[src/rtl/bcd_countdown_timer.sv]
// MM:SS BCD countdown timer driven by the shared one-cycle enable tick.
// Counts a loaded value down to 00:00 and either stops (expired) or, with
// RELOAD=1, restarts from the last loaded value without ever showing 00:00.
module bcd_countdown_timer #(
   parameter int PRESCALE = 1,   // enable pulses per one-second step, >= 1
   parameter bit RELOAD   = 1'b0 // 1: auto-reload at expiry and keep running
) (
   input  logic        clock,
   input  logic        reset,
   input  logic        enable,
   input  logic        load,
   input  logic [15:0] load_value,
   input  logic        start,
   input  logic        pause,
   output logic [15:0] count,
   output logic        running,
   output logic        expired,
   output logic        done,
   output logic        load_error
);

   localparam logic [1:0] IDLE   = 2'd0;
   localparam logic [1:0] RUN    = 2'd1;
   localparam logic [1:0] PAUSED = 2'd2;
   localparam logic [1:0] DONE   = 2'd3;

   // A PRESCALE of 1 still gets a 1-bit prescaler that simply stays at 0.
   localparam int             PW      = (PRESCALE > 1) ? $clog2(PRESCALE) : 1;
   localparam logic [PW-1:0]  PS_LAST = PW'(PRESCALE - 1);

   logic [1:0]    state;
   logic [PW-1:0] prescaler;
   logic [15:0]   reload_reg;
   logic          load_ok;
   logic [15:0]   count_dec;

   // Load is legal only if every digit is decimal and both tens digits are <= 5.
   always_comb begin
      load_ok = (load_value[3:0]   <= 4'd9) &&
                (load_value[7:4]   <= 4'd5) &&
                (load_value[11:8]  <= 4'd9) &&
                (load_value[15:12] <= 4'd5);
   end

   // One-second BCD decrement with the sec_o -> sec_t -> min_o -> min_t borrow chain.
   always_comb begin
      count_dec = count;
      if (count[3:0] != 4'd0) begin
         count_dec[3:0] = count[3:0] - 4'd1;
      end else begin
         count_dec[3:0] = 4'd9;
         if (count[7:4] != 4'd0) begin
            count_dec[7:4] = count[7:4] - 4'd1;
         end else begin
            count_dec[7:4] = 4'd5;
            if (count[11:8] != 4'd0) begin
               count_dec[11:8] = count[11:8] - 4'd1;
            end else begin
               count_dec[11:8]  = 4'd9;
               count_dec[15:12] = count[15:12] - 4'd1;
            end
         end
      end
   end

   // State, count and pulse flags; priority is reset > load > pause > start > tick.
   always_ff @(posedge clock) begin
      if (reset) begin
         state      <= IDLE;
         count      <= 16'h0000;
         prescaler  <= '0;
         reload_reg <= 16'h0000;
         done       <= 1'b0;
         load_error <= 1'b0;
      end else begin
         done       <= 1'b0;
         load_error <= 1'b0;
         if (load) begin
            // A rejected load leaves every register alone; it only flags the error.
            if (load_ok) begin
               count      <= load_value;
               reload_reg <= load_value;
               state      <= IDLE;
               prescaler  <= '0;
            end else begin
               load_error <= 1'b1;
            end
         end else if (pause) begin
            if (state == RUN) state <= PAUSED;
         end else if (start) begin
            if (state == IDLE && count != 16'h0000) begin
               state     <= RUN;
               prescaler <= '0;
            end else if (state == PAUSED) begin
               state <= RUN;  // resume keeps the partial prescale count
            end
         end else if (enable && state == RUN) begin
            if (prescaler == PS_LAST) begin
               prescaler <= '0;
               if (count == 16'h0001) begin
                  done <= 1'b1;
                  if (RELOAD) begin
                     count <= reload_reg;  // skip 00:00 so the period is exactly reload_reg
                  end else begin
                     count <= 16'h0000;
                     state <= DONE;
                  end
               end else begin
                  count <= count_dec;
               end
            end else begin
               prescaler <= prescaler + PW'(1);
            end
         end
      end
   end

   assign running = (state == RUN);
   assign expired = (state == DONE);

endmodule

[config.mk]
export PLATFORM = sky130hd
export DESIGN_NAME = bcd_countdown_timer
export DESIGN_NICKNAME = d
export VERILOG_FILES = /design/src/rtl/bcd_countdown_timer.sv
export SDC_FILE = /design/constraint.sdc
export NUM_CORES = 1
export LEC_CHECK = 0
export CORE_MARGIN = 5
export CORE_UTILIZATION = 25
export DETAILED_ROUTE_END_ITERATION = 10
export GPL_TIMING_DRIVEN = 1
export PLACE_DENSITY_LB_ADDON = 0.3
export SETUP_SLACK_MARGIN = 0.15
export SKIP_LAST_GASP = 1
export SLEW_MARGIN = 20
export SYNTH_ARGS = -nofsm -noshare
export SYNTH_HDL_FRONTEND = slang
export SYNTH_SLANG_ARGS = --single-unit
[constraint.sdc]
create_clock -name clock -period 1.92 [get_ports clock]
set_input_delay 0.384 -clock clock [delete_from_list [all_inputs] [get_ports clock]]
set_output_delay 0.384 -clock clock [all_outputs]
set_load 0.05 [all_outputs]
Word-level counts from Yosys, hierarchy flattened. Cells that the tools add are included.

Add/subtract/negate cells: 5. Magnitude comparators: 4. Equality and inequality tests: 15. Multiplexer cells: 32. Bitwise operators: 2. Reductions and logical operators: 22.

Operators with widths (count): $mux 16 (7); $mux 2 (10); $reduce_bool 4->1 (5); $eq 16x1->1 const B (1); $mux 4 (4); $reduce_bool 16->1 (1); $sub 4x1->4 const B (4); $ne 3x2->1 const B (5); $mux 12 (1); $reduce_and 6->1 (2); $mux 1 (9); $le 4x3->1 const B (2); $le 4x4->1 const B (2); $mux 8 (1); $reduce_and 8->1 (1); $reduce_and 7->1 (1); $ne 2x2->1 const B (3); $reduce_or 6->1 (1); $logic_and 1x1->1 (5); $ne 5x2->1 const B (1); $reduce_and 5->1 (1); $eq 2x2->1 const B (2); $ne 4x4->1 const B (1); $reduce_and 4->1 (1); other kinds (8) (9).

Flip-flop bits (word level): 21. Word-level logic and storage cells: 88.

Depth between registers and ports, before layout. Gate-level depths: netlist of the first run.

Depth after elaboration: 10. Depth in mapped cells: 8. Depth with buffers taken out: 7.

Worst setup path after synthesis of the first run. No wires, ideal clock.

Kind: register to register. Start point: register count[8]. End point: register state[1]. Data arrival time: 2.152 ns. Slack: -0.348 ns. Stages on the path, launching flop included: 8. Clock period less this slack: 2.268 ns. Path through: dfxtp_1 > inv_1 > ha_1 > or3b_1 > nor4_4 > a211o_1 > o21ai_1 > a22o_1.

Word-level cells in the longest chain between the ends: 6. Elaborated cells on any way between the ends: 10. Classes of those cells: eq/ne: 2; mux: 4; reduce/logical: 4.

Ends and longest elaborated chain: start: declaration (line 15) `output logic [15:0] count,`; start signal: assignment (line 81) `count <= load_value;`; start signal: assignment (line 103) `count <= reload_reg;`; start signal: assignment (line 109) `count <= count_dec;`; $reduce_bool 16->1 (line 91) `if (state == IDLE && count != 16'h0000) begin`; $logic_and 1x1->1 (line 91); $mux 2 (line 91); $mux 2 (line 90) `end else if (start) begin`; $mux 2 (line 88) `end else if (pause) begin`; $mux 2 (line 78) `if (load) begin`; end signal: assignment (line 89) `if (state == RUN) state <= PAUSED;`; end signal: assignment (line 92) `state <= RUN;`; end signal: assignment (line 95) `state <= RUN;`; end: declaration (line 31) `logic [1:0] state;`.

Parallel ways exist; a longest one is shown, timed or not. A chain may end at the register's enable or synchronous reset.

Worst setup path after layout of the first run.
Start point: register count[5]. End point: register state[1].

The elaborated chain is that of the path after synthesis.

==> results of run 1 <==
[cell usage after synthesis (2+ instances only)]
library cell	instances
o41ai_1	2
a31oi_1	2
o31ai_1	3
nand2_1	15
nor2b_1	7
nor3b_1	3
a211oi_1	13
clkbuf_1	6
o21ai_0	8
dfxtp_1	20
inv_1	11
nand2b_1	4
o21ai_1	3
and2_1	2
nor3_1	8
a21oi_1	13
a221oi_1	2
nand3b_1	2
nor4_1	2
mux2i_1	3
ha_1	6
nor2_1	15
or3b_1	2
[layout by cell type (no fill, tap or decap), types with 2 or more instances in the layout]
cell type	instances
inv_2	3
clkbuf_8	4
nor2_1	13
o41ai_1	2
clkdlybuf4s15_1	4
nand3b_1	2
nor3_1	7
buf_2	2
a31oi_1	2
nor4_1	2
ha_4	4
or3b_4	3
clkdlybuf4s50_1	6
o21ai_0	6
dfxtp_1	9
buf_4	84
clkbuf_2	2
a211oi_1	8
buf_6	6
o31ai_1	3
a211oi_2	6
dlygate4sd2_1	6
inv_1	6
mux2i_1	3
nor2_4	2
dlymetal6s2s_1	3
dfxtp_2	6
a21oi_1	13
nand2_1	15
nand2b_1	4
o21ai_1	5
dfxtp_4	5
nor2b_1	6
inv_4	2
nor3b_4	3
[state kept, by name, indices dropped and copies added (netlist names)]
name	cells
count	16
done	1
load_error	1
state	2
[worst reg2reg max path, cell delays in order (launching register included)]
cell,delay [ps]
dfxtp_4,350
inv_2,60
ha_4,140
or3b_4,400
nor4_4,310
buf_4,190
a211o_1,140
o21ai_1,70
a22o_1,220
[layout make-up]
class	instances	area, um^2	area share (%)
well taps	72	90.09	3.379
repair buffers	113	908.4	34.07
flip-flops and latches	20	426.7	16.00
inverters	11	46.29	1.736
multi-input cells	138	1140	42.75
clock buffers	4	55.05	2.065
[metal layers]
layer	GRT usage [%]	routed length [um]	up-vias
li1	-	-	888
met1	19.03	2404	799
met2	21.47	2401	36
met3	3.398	253	6
met4	3.741	46	0
met5	0	0	-
[report_power, final]
| group | switching, W | internal [W] | total [W] |
|---|---|---|---|
| Sequential | 0.0000116 | 0.000421 | 0.000433 |
| Combinational | 0.000191 | 0.000197 | 0.000388 |
| Clock | 0.000151 | 0.000183 | 0.000334 |
[repair_timing]
item,CTS,global route
endpoints found under the hold margin,0,0
endpoints found under the setup margin,18,21
pin swaps,20,26
resized for setup,41,36
buffers inserted,10,8
[metrics by stage]
stage	area (um^2)	setup TNS [ps]	power (W)
final	2666	-53.84	0.001155
after floorplan	1474	-518.3	0.0006088
after global placement	2311	-6665	0.0007767
after global routing	2666	-704.7	0.001221
after CTS	2490	-89.87	0.001134
after detailed placement	2311	-7316	0.0007762
[final timing paths]
check,cells past startpoint,slack (ps),from,endpoint
worst max register to register,8,-50,count[5],state[1]
worst min-delay path,2,520,count[13],count[13]
worst min register to register,2,520,count[13],count[13]
worst max-delay path,8,-50,count[5],state[1]
[cells by family after synthesis]
family / count (synthesis) / synth area share (%)
compound gates: 61 / 31.46
fa+ha+maj: 6 / 5.286
buf+inv: 19 / 5.109
flops: 20 / 28.19
mux: 3 / 2.115
simple gates: 68 / 27.84
==> out/qor.txt, run 1 <==
cell type with the highest aggregate area in the netlist - dfxtp_1
ports placed on the boundary - 42
max-slew violation total from the final report - 0
Antenna Violating Nets Remaining - 0
proportion of netlist area held by the largest area contributor - 28.19%
ant diodes - 0
Max Clock Freq - 0.5066 GHz
CTS clk-pin slew, worst paths - 80 ps
core region area - 5507 um^2
CTS Sinks - 20
Port Buffers - 41
overall global routing resource usage - 13.86%
number of max-cap violations - 0
Final Skew - 1.908 ps
measured slew at the worst slew-check pin - 502.3 ps
number of buffers on the longest clock path - 2
Lkg Pwr - 1.163 nW
post-synth net total - 205
period utilisation layout - 102.8%
mean cell area of the mapped netlist - 8.023 um^2
Die Span Y - 85.37 um
root buffer cell - clkbuf_8
number of DRC markers after the initial detailed-route iteration - 74
row count - 27
launching element type of the critical path - flip-flop
Post-synth EDFFs - 0
Arr. time, crit path - 2130 ps
Fin. Hold Viols - 0
slowest stage cell, crit path - or3b_4
post-synth cell types - 48
fraction of layout instances using a drive strength above 1 - 51.05%
shortest clock period the worst path allows after layout - 1974 ps
most area-consuming cells after synthesis - dfxtp_1 (28%), a211oi_1 (6.9%), ha_1 (5.3%), a21oi_1 (4.6%), nand2_1 (4.0%)
antenna violations before repair - 0
nets@finish - 315
first-pass GRT wire length - 8176 um
vias - 1,729
Non-Filler Instances - 358
Async S/R FF share, synth - 0%
post-synthesis sequential area ratio - 28.19%
Via-to-Cell Ratio - 4.830
crit-path max cell delay - 400 ps
number of search-and-repair iterations in the first detailed-routing pass - 4
aggregate global routing overflow - 0
Fill cells - 546
class of the most critical hold timing path - reg -> reg
DRC - 0
number of warning messages in the yosys log - 0
CP required - 2080 ps
Post-synth top flop - dfxtp_1
worst max-slew margin expressed relative to the limit - 66.46%
crit end category - flip-flop
Inserted Clock Buffers - 3
violated checks - setup timing
synthesized cell area - 1420 um^2
initial core utilization - 25.79%
worst-path cell chain - inv_2 -> ha_4 -> or3b_4 -> nor4_4 -> buf_4 -> a211o_1 -> o21ai_1 -> a22o_1
half-perimeter wire length of the detailed placement result - 3730 um
Max rail drop VDD - 0.0002430 V
final setup violating endpoints - 1
TritonCTS clock tree - done
clk_lat worst skew - 260 ps
Area growth, synth to finish - 87.75%
kind of cell with the highest combined delay on the critical path - simple AND/OR/NAND/NOR gates
pre-CTS setup slack - -512.1 ps
maximum fanout count along the critical path - 4
Final Core Density - 48.42%
result of the run - finished, violations left
Cell Count Post-Placement - 337
wire per inst - 14.26 um
number of hold buffers added after CTS - 0
H-tree levels - 1
full die area - 7288 um^2
pwr dens - 433.2 nW/um^2
worst setup margin - -53.84 ps
routed wire length - 5106 um
die width - 85.37 um
weighted congestion at the end of routability-driven global placement - 0.8472
FF+latch count, synth - 20
classification of the worst setup path - reg -> reg
via count of the first global-routing pass - 1,676
Post-Route Hold Slack - 520.0 ps
unrepaired setup endpoints after global routing - true
CP bufs+invs - 2
post-synthesis instance total - 177
maximum number of pins on one net before global-route repair - 27
No activity file was read; power rests on OpenSTA's default activity.
==> run 2, diff against run 1 <==
--- a/config.mk
+++ b/config.mk
@@ -8,7 +8,7 @@
 export CORE_MARGIN = 5
 export CORE_UTILIZATION = 25
 export DETAILED_ROUTE_END_ITERATION = 10
-export GPL_TIMING_DRIVEN = 1
+export GPL_TIMING_DRIVEN = 0
 export PLACE_DENSITY_LB_ADDON = 0.3
 export SETUP_SLACK_MARGIN = 0.15
 export SKIP_LAST_GASP = 1
==> run 2 against run 1 <==
  * The flow still finishes with violations (setup timing)
  * Die area unchanged
  * First-iteration DRC count is 5.4% lower
  * Routed wire length is 1.1% higher
  * Largest power group unchanged
==> out/qor.txt, run 2 (synthesis gave the netlist of run 1 again) <==
number of DRC markers after the initial detailed-route iteration - 70 (-5.4%)
worst max-slew margin expressed relative to the limit - 60.72% (-5.7 points)
fraction of layout instances using a drive strength above 1 - 37.50% (-14 points)
Antenna Violating Nets Remaining - 0 (unchanged)
pre-CTS setup slack - -726.5 ps (-214.4 ps)
root buffer cell - clkbuf_8
weighted congestion at the end of routability-driven global placement - 0.8159 (-3.7%)
Fin. Hold Viols - 0 (unchanged)
crit-path max cell delay - 410 ps (about the same)
result of the run - finished, violations left
core region area - 5507 um^2 (unchanged)
row count - 27 (unchanged)
maximum number of pins on one net before global-route repair - 12 (-56%)
nets@finish - 285 (-9.5%)
max-slew violation total from the final report - 0 (unchanged)
sequential power share - 38.8% (+1.3 points)
number of flip-flops under the largest register name - 16 (unchanged)
Clk network pwr share - 30.5% (+1.6 points)
Max Clock Freq - 0.4963 GHz (-2.0%)
final setup violating endpoints - 7 (+6)
first-pass GRT wire length - 7955 um (-2.7%)
commonest cells after routing, fill and taps aside - buf_4 (31), dlygate4sd2_1 (17), nor2_1 (15), nand2_1 (14), dlymetal6s2s_1 (13)
worst-path cell chain - inv_4 -> ha_4 -> or3b_4 -> nor4_4 -> buf_4 -> a211o_1 -> o21ai_1 -> a22o_1
worst setup margin - -94.89 ps (-41.05 ps)
largest reg by FF count - count
Max rail drop VDD - 0.0002341 V (-3.6%)
number of search-and-repair iterations in the first detailed-routing pass - 4 (unchanged)
DRC - 0 (unchanged)
maximum fanout count along the critical path - 4 (unchanged)
Cell Count Post-Placement - 290 (-14%)
antenna violations before repair - 0 (unchanged)
die width - 85.37 um (unchanged)
CTS clk-pin slew, worst paths - 80 ps (about the same)
Inserted Clock Buffers - 3 (unchanged)
Lkg Pwr - 1.115 nW (-4.1%)
shortest clock period the worst path allows after layout - 2015 ps (+41.05 ps)
Switching Share - 32.10% (+1.4 points)
Final Skew - 3.505 ps (+1.598 ps)
via count of the first global-routing pass - 1,580 (-5.7%)
Fill cells - 541 (-0.92%)
total area of sequential cells - 429.2 um^2 (+0.59%)
H-tree levels - 1 (unchanged)
Via-to-Cell Ratio - 5.152 (+6.7%)
CP required - 2090 ps (about the same)
launching element type of the critical path - flip-flop
total non-filler cell area in the finished layout - 2500 um^2 (-6.2%)
number of max-cap violations - 0 (unchanged)
Post-Route Hold Slack - 505.8 ps (-14.18 ps)
unrepaired setup endpoints after global routing - true
crit end category - flip-flop
initial core utilization - 25.79% (unchanged)
Die Span Y - 85.37 um (unchanged)
pwr dens - 451.8 nW/um^2 (+4.3%)
Net Sw Power - 0.0003625 W (+2.3%)
CTS Sinks - 20 (unchanged)
Area growth, synth to finish - 76.04%
routed wire length - 5163 um (+1.1%)
full die area - 7288 um^2 (unchanged)
Cell Area, Placed - 1974 um^2 (-15%)
clk_lat worst skew - 270 ps (about the same)
half-perimeter wire length of the detailed placement result - 3338 um (-11%)
most common cell after layout, fill and taps aside - buf_4
Port Buffers - 41 (unchanged)
TritonCTS clock tree - done
footprint of the multi-input gates - 1145 um^2 (+0.44%)
class of the most critical hold timing path - in -> reg
overall global routing resource usage - 13.28% (-0.57 points)
cell-internal power - 0.0007669 W (-4.2%)
period utilisation layout - 104.9% (+2.1 points)
classification of the worst setup path - reg -> reg
violated checks - setup timing
number of hold buffers added after CTS - 0 (unchanged)
slowest stage cell, crit path - or3b_4
aggregate global routing overflow - 0 (unchanged)
number of buffers on the longest clock path - 2 (unchanged)
Non-Filler Instances - 328 (-8.4%)
registers with the most flip-flops - count x16, state x2
ports placed on the boundary - 42 (unchanged)
wire per inst - 15.74 um (+10%)
measured slew at the worst slew-check pin - 589.1 ps (+86.80 ps)
power share of the combinational group - 30.7% (-2.9 points)
Arr. time, crit path - 2190 ps (+60 ps)
final setup TNS - -302.1 ps (-248.3 ps)
ant diodes - 0 (unchanged)
vias - 1,690 (-2.3%)
==> run 2: cell count changes in the layout (fill, tap and decap cells not counted), moves of 3 or more <==
cell,before,now
buf_4,84,31
dlygate4sd2_1,6,17
clkbuf_1,0,3
clkdlybuf4s15_1,4,1
dlymetal6s2s_1,3,13
==> run 2: through the flow <==
stage / util, % / power, W
6_report: 45.40 / 0.001129
5_1_grt: 45.40 / 0.001175
4_1_cts: 39.88 / 0.001088
3_5_place_dp: 35.86 / 0.0007155
3_3_place_gp: 35.86 / 0.0007152
2_1_floorplan: - / 0.0006088
==> run 2: final cells by class <==
type                    count  area share (%)
clock buffers               4           2.202
inverters                  11           2.152
repair buffers             75           27.28
plain buffers               8           1.802
flip-flops and latches     20           17.17
well taps                  72           3.604
multi-input cells         138           45.80
==> run 2: power by group through the flow <==
stage	logic [W]	registers, W	clock network [W]
after global routing	0.000373	0.000441	0.000362
final	0.000347	0.000438	0.000345
after CTS	0.000296	0.000437	0.000355
after global placement	0.000270	0.000446	0
after detailed placement	0.000270	0.000446	0
after floorplan	0.000136	0.000473	0
==> run 2: final timing paths <==
check	from	endpoint	slack, ps	cells after the start
worst max-delay path	count[8]	state[1]	-90	8
worst min-delay path	load_value[6]	load_error	510	3
worst max register to register	count[8]	state[1]	-90	8
worst min register to register	count[12]	count[12]	510	2
==> run 2: per-layer routing <==
metal  global-route usage [%]  share of wire (%)  vias up
li1                         -                  -      827
met1                    18.79                 45      796
met2                    21.05                 48       62
met3                    2.427                6.1        5
met4                    2.590               0.93        0
met5                        0                  0        -
==> run 2: critical path: cells and delay by family, from the launching register on <==
kind | cells | cell delay, ps
adder cells (fa/ha/maj) | 1 | 140
buffers and inverters | 2 | 240
flip-flops | 1 | 370
AO/OA/AOI/OAI | 3 | 370
AND/OR/NAND/NOR | 2 | 790
==> run 2: repair_timing <==
action                     4_1_cts  5_1_grt
setup buffers                   15       19
pin swaps                       11       25
cloned                           0        0
resized for setup               40       57
setup endpoints to repair       38       24
==> run 3, diff against run 2 <==
--- a/config.mk
+++ b/config.mk
@@ -5,7 +5,7 @@
 export SDC_FILE = /design/constraint.sdc
 export NUM_CORES = 1
 export LEC_CHECK = 0
-export CORE_MARGIN = 5
+export CORE_MARGIN = 2
 export CORE_UTILIZATION = 25
 export DETAILED_ROUTE_END_ITERATION = 10
 export GPL_TIMING_DRIVEN = 0
==> run 3 against run 2 <==
  * Utilization shrank 1.7 points
  * Critical path depth is the same
  * The flow still finishes with violations (setup timing)
  * Setup slack gained 49 ps
  * Sequential share of layout area grew 0.56 points
  * Largest cell class unchanged
  * Count of clock-buffer cells in the layout shrank 1
  * Via count shrank 6.6%
  * Highest routed layer unchanged
  * Clock power grew 29%
==> out/qor.txt, run 3 (synthesis gave the netlist of run 1 again) <==
result of the run - finished, violations left
violated checks - setup timing
class of the most critical hold timing path - reg -> reg
first-pass GRT wire length - 7728 um (-2.9%)
full die area - 6300 um^2 (-14%)
classification of the worst setup path - reg -> reg
power consumption - 0.001218 W (+7.8%)
root buffer cell - clkbuf_8
worst-path cell chain - inv_6 -> ha_4 -> or4b_4 -> nor4_4 -> buf_4 -> a211o_1 -> o21ai_1 -> a22o_1
ant diodes - 0 (unchanged)
footprint of the multi-input gates - 1134 um^2 (-0.98%)
launching element type of the critical path - flip-flop
row count - 27 (unchanged)
Max Clock Freq - 0.5088 GHz (+2.5%)
Fin. Hold Viols - 0 (unchanged)
Fill cells - 541 (unchanged)
registers with the most flip-flops - count x16, state x2
worst max-slew margin expressed relative to the limit - 61.47% (+0.74 points)
routed wire length - 4667 um (-9.6%)
fraction of layout instances using a drive strength above 1 - 33.33% (-4.2 points)
half-perimeter wire length of the detailed placement result - 3181 um (-4.7%)
pwr dens - 505.8 nW/um^2 (+12%)
Arr. time, crit path - 2140 ps (-50 ps)
unrepaired setup endpoints after global routing - true
final setup TNS - -199.1 ps (+103.0 ps)
CTS Sinks - 20 (unchanged)
wire per inst - 14.68 um (-6.8%)
most common cell after layout, fill and taps aside - buf_4
measured slew at the worst slew-check pin - 578.0 ps (-11.12 ps)
DRC - 0 (unchanged)
shortest clock period the worst path allows after layout - 1966 ps (-49.33 ps)
Lkg Pwr - 1.002 nW (-10%)
Cells on Worst Hold Path - 2 (-1)
vias - 1,579 (-6.6%)
maximum fanout count along the critical path - 4 (unchanged)
die width - 79.37 um (-7.0%)
CTS clk-pin slew, worst paths - 90 ps (about the same)
CP required - 2100 ps (about the same)
largest reg by FF count - count
Final Skew - 11.22 ps (+7.713 ps)
core region area - 5507 um^2 (unchanged)
Die Span Y - 79.37 um (-7.0%)
TritonCTS clock tree - done
Final Core Density - 43.72% (-1.7 points)
number of buffers on the longest clock path - 2 (unchanged)
overall global routing resource usage - 15.41% (+2.1 points)
total area of sequential cells - 426.7 um^2 (-0.58%)
aggregate global routing overflow - 0 (unchanged)
clk_lat worst skew - 270 ps (about the same)
nets@finish - 275 (-3.5%)
weighted congestion at the end of routability-driven global placement - 0.7876 (-3.5%)
Area growth, synth to finish - 69.52%
max-slew violation total from the final report - 0 (unchanged)
crit-path max cell delay - 480 ps (+70 ps)
Antenna Violating Nets Remaining - 0 (unchanged)
initial core utilization - 25.79% (unchanged)
slowest stage cell, crit path - or4b_4
source of the worst register-to-register timing path - count[1]
timing startpoint of the critical path - count[1]
Port Buffers - 41 (unchanged)
number of max-cap violations - 0 (unchanged)
final setup violating endpoints - 9 (+2)
startpoint of the tightest hold check path - count[9]
number of search-and-repair iterations in the first detailed-routing pass - 4 (unchanged)
number of DRC markers after the initial detailed-route iteration - 80 (+14%)
worst setup margin - -45.55 ps (+49.33 ps)
maximum number of pins on one net before global-route repair - 13 (+1)
period utilisation layout - 102.4% (-2.6 points)
via count of the first global-routing pass - 1,586 (+0.38%)
Max rail drop VDD - 0.0002637 V (+13%)
H-tree levels - 1 (unchanged)
cell depth of the worst flop-to-flop path - 8 (unchanged)
crit end category - flip-flop
antenna violations before repair - 0 (unchanged)
ports placed on the boundary - 42 (unchanged)
number of flip-flops under the largest register name - 16 (unchanged)
Via-to-Cell Ratio - 4.965 (-3.6%)
Inserted Clock Buffers - 3 (unchanged)
commonest cells after routing, fill and taps aside - buf_4 (21), dlygate4sd2_1 (17), clkdlybuf4s50_1 (16), nand2_1 (14), nor2_1 (14)
[run 3: final timing paths]
check | slack (ps) | endpoint
worst max register to register | -50 | state[1]
worst min-delay path | 520 | count[9]
worst max-delay path | -50 | state[1]
worst min register to register | 520 | count[9]
[run 3: what timing repair did]
| action | in CTS | in global routing |
|---|---|---|
| hold buffers | 0 | 0 |
| gates resized for setup | 44 | 38 |
| pin swaps | 14 | 12 |
| buffers inserted | 18 | 6 |
| gates cloned | 0 | 0 |
| endpoints found under the setup margin | 39 | 23 |
[run 3: metal layers]
| layer | GRT usage, % | wire length (um) | up-vias |
|---|---|---|---|
| met4 | 4.138 | 56 | 0 |
| met3 | 3.054 | 251 | 6 |
| met5 | 0 | 0 | - |
| met1 | 21.57 | 2252 | 713 |
| met2 | 24.07 | 2107 | 51 |
| li1 | - | - | 809 |
[run 3: area by class of cell]
class                      instances  area share, %
multi-input combinational        138          47.09
timing repair buffer              65          24.53
tap                               72          3.742
sequential                        20          17.72
inverter                          11          2.027
clock buffer                       3          1.715
clock inverter                     1          1.247
buffer                             8          1.923
[run 3: power by group]
group          internal, W  total (W)  switching, W
clock network     0.000279   0.000445      0.000166
registers         0.000421   0.000438     0.0000166
logic             0.000156   0.000335      0.000178
total             0.000857    0.00122      0.000361
[run 3: worst max-delay path, delay by kind of cell (launching register included)]
family	cells	cell delay (ps)
flip-flops	1	360
buffers and inverters	2	250
adder cells (fa/ha/maj)	1	120
AND/OR/NAND/NOR	2	770
AO/OA/AOI/OAI	3	380
[run 3: through the flow]
stage / hold WS [ps] / cell area, um^2 / setup WS [ps] / std cells
2_1_floorplan: 501.8 / 1474 / -133.6 / 177
3_3_place_gp: 505.0 / 1974 / -726.2 / 290
3_5_place_dp: 509.8 / 1974 / -718.2 / 290
4_1_cts: 524.6 / 2266 / -114.6 / 312
5_1_grt: 547.7 / 2407 / -185.9 / 318
6_report: 519.6 / 2407 / -45.55 / 318
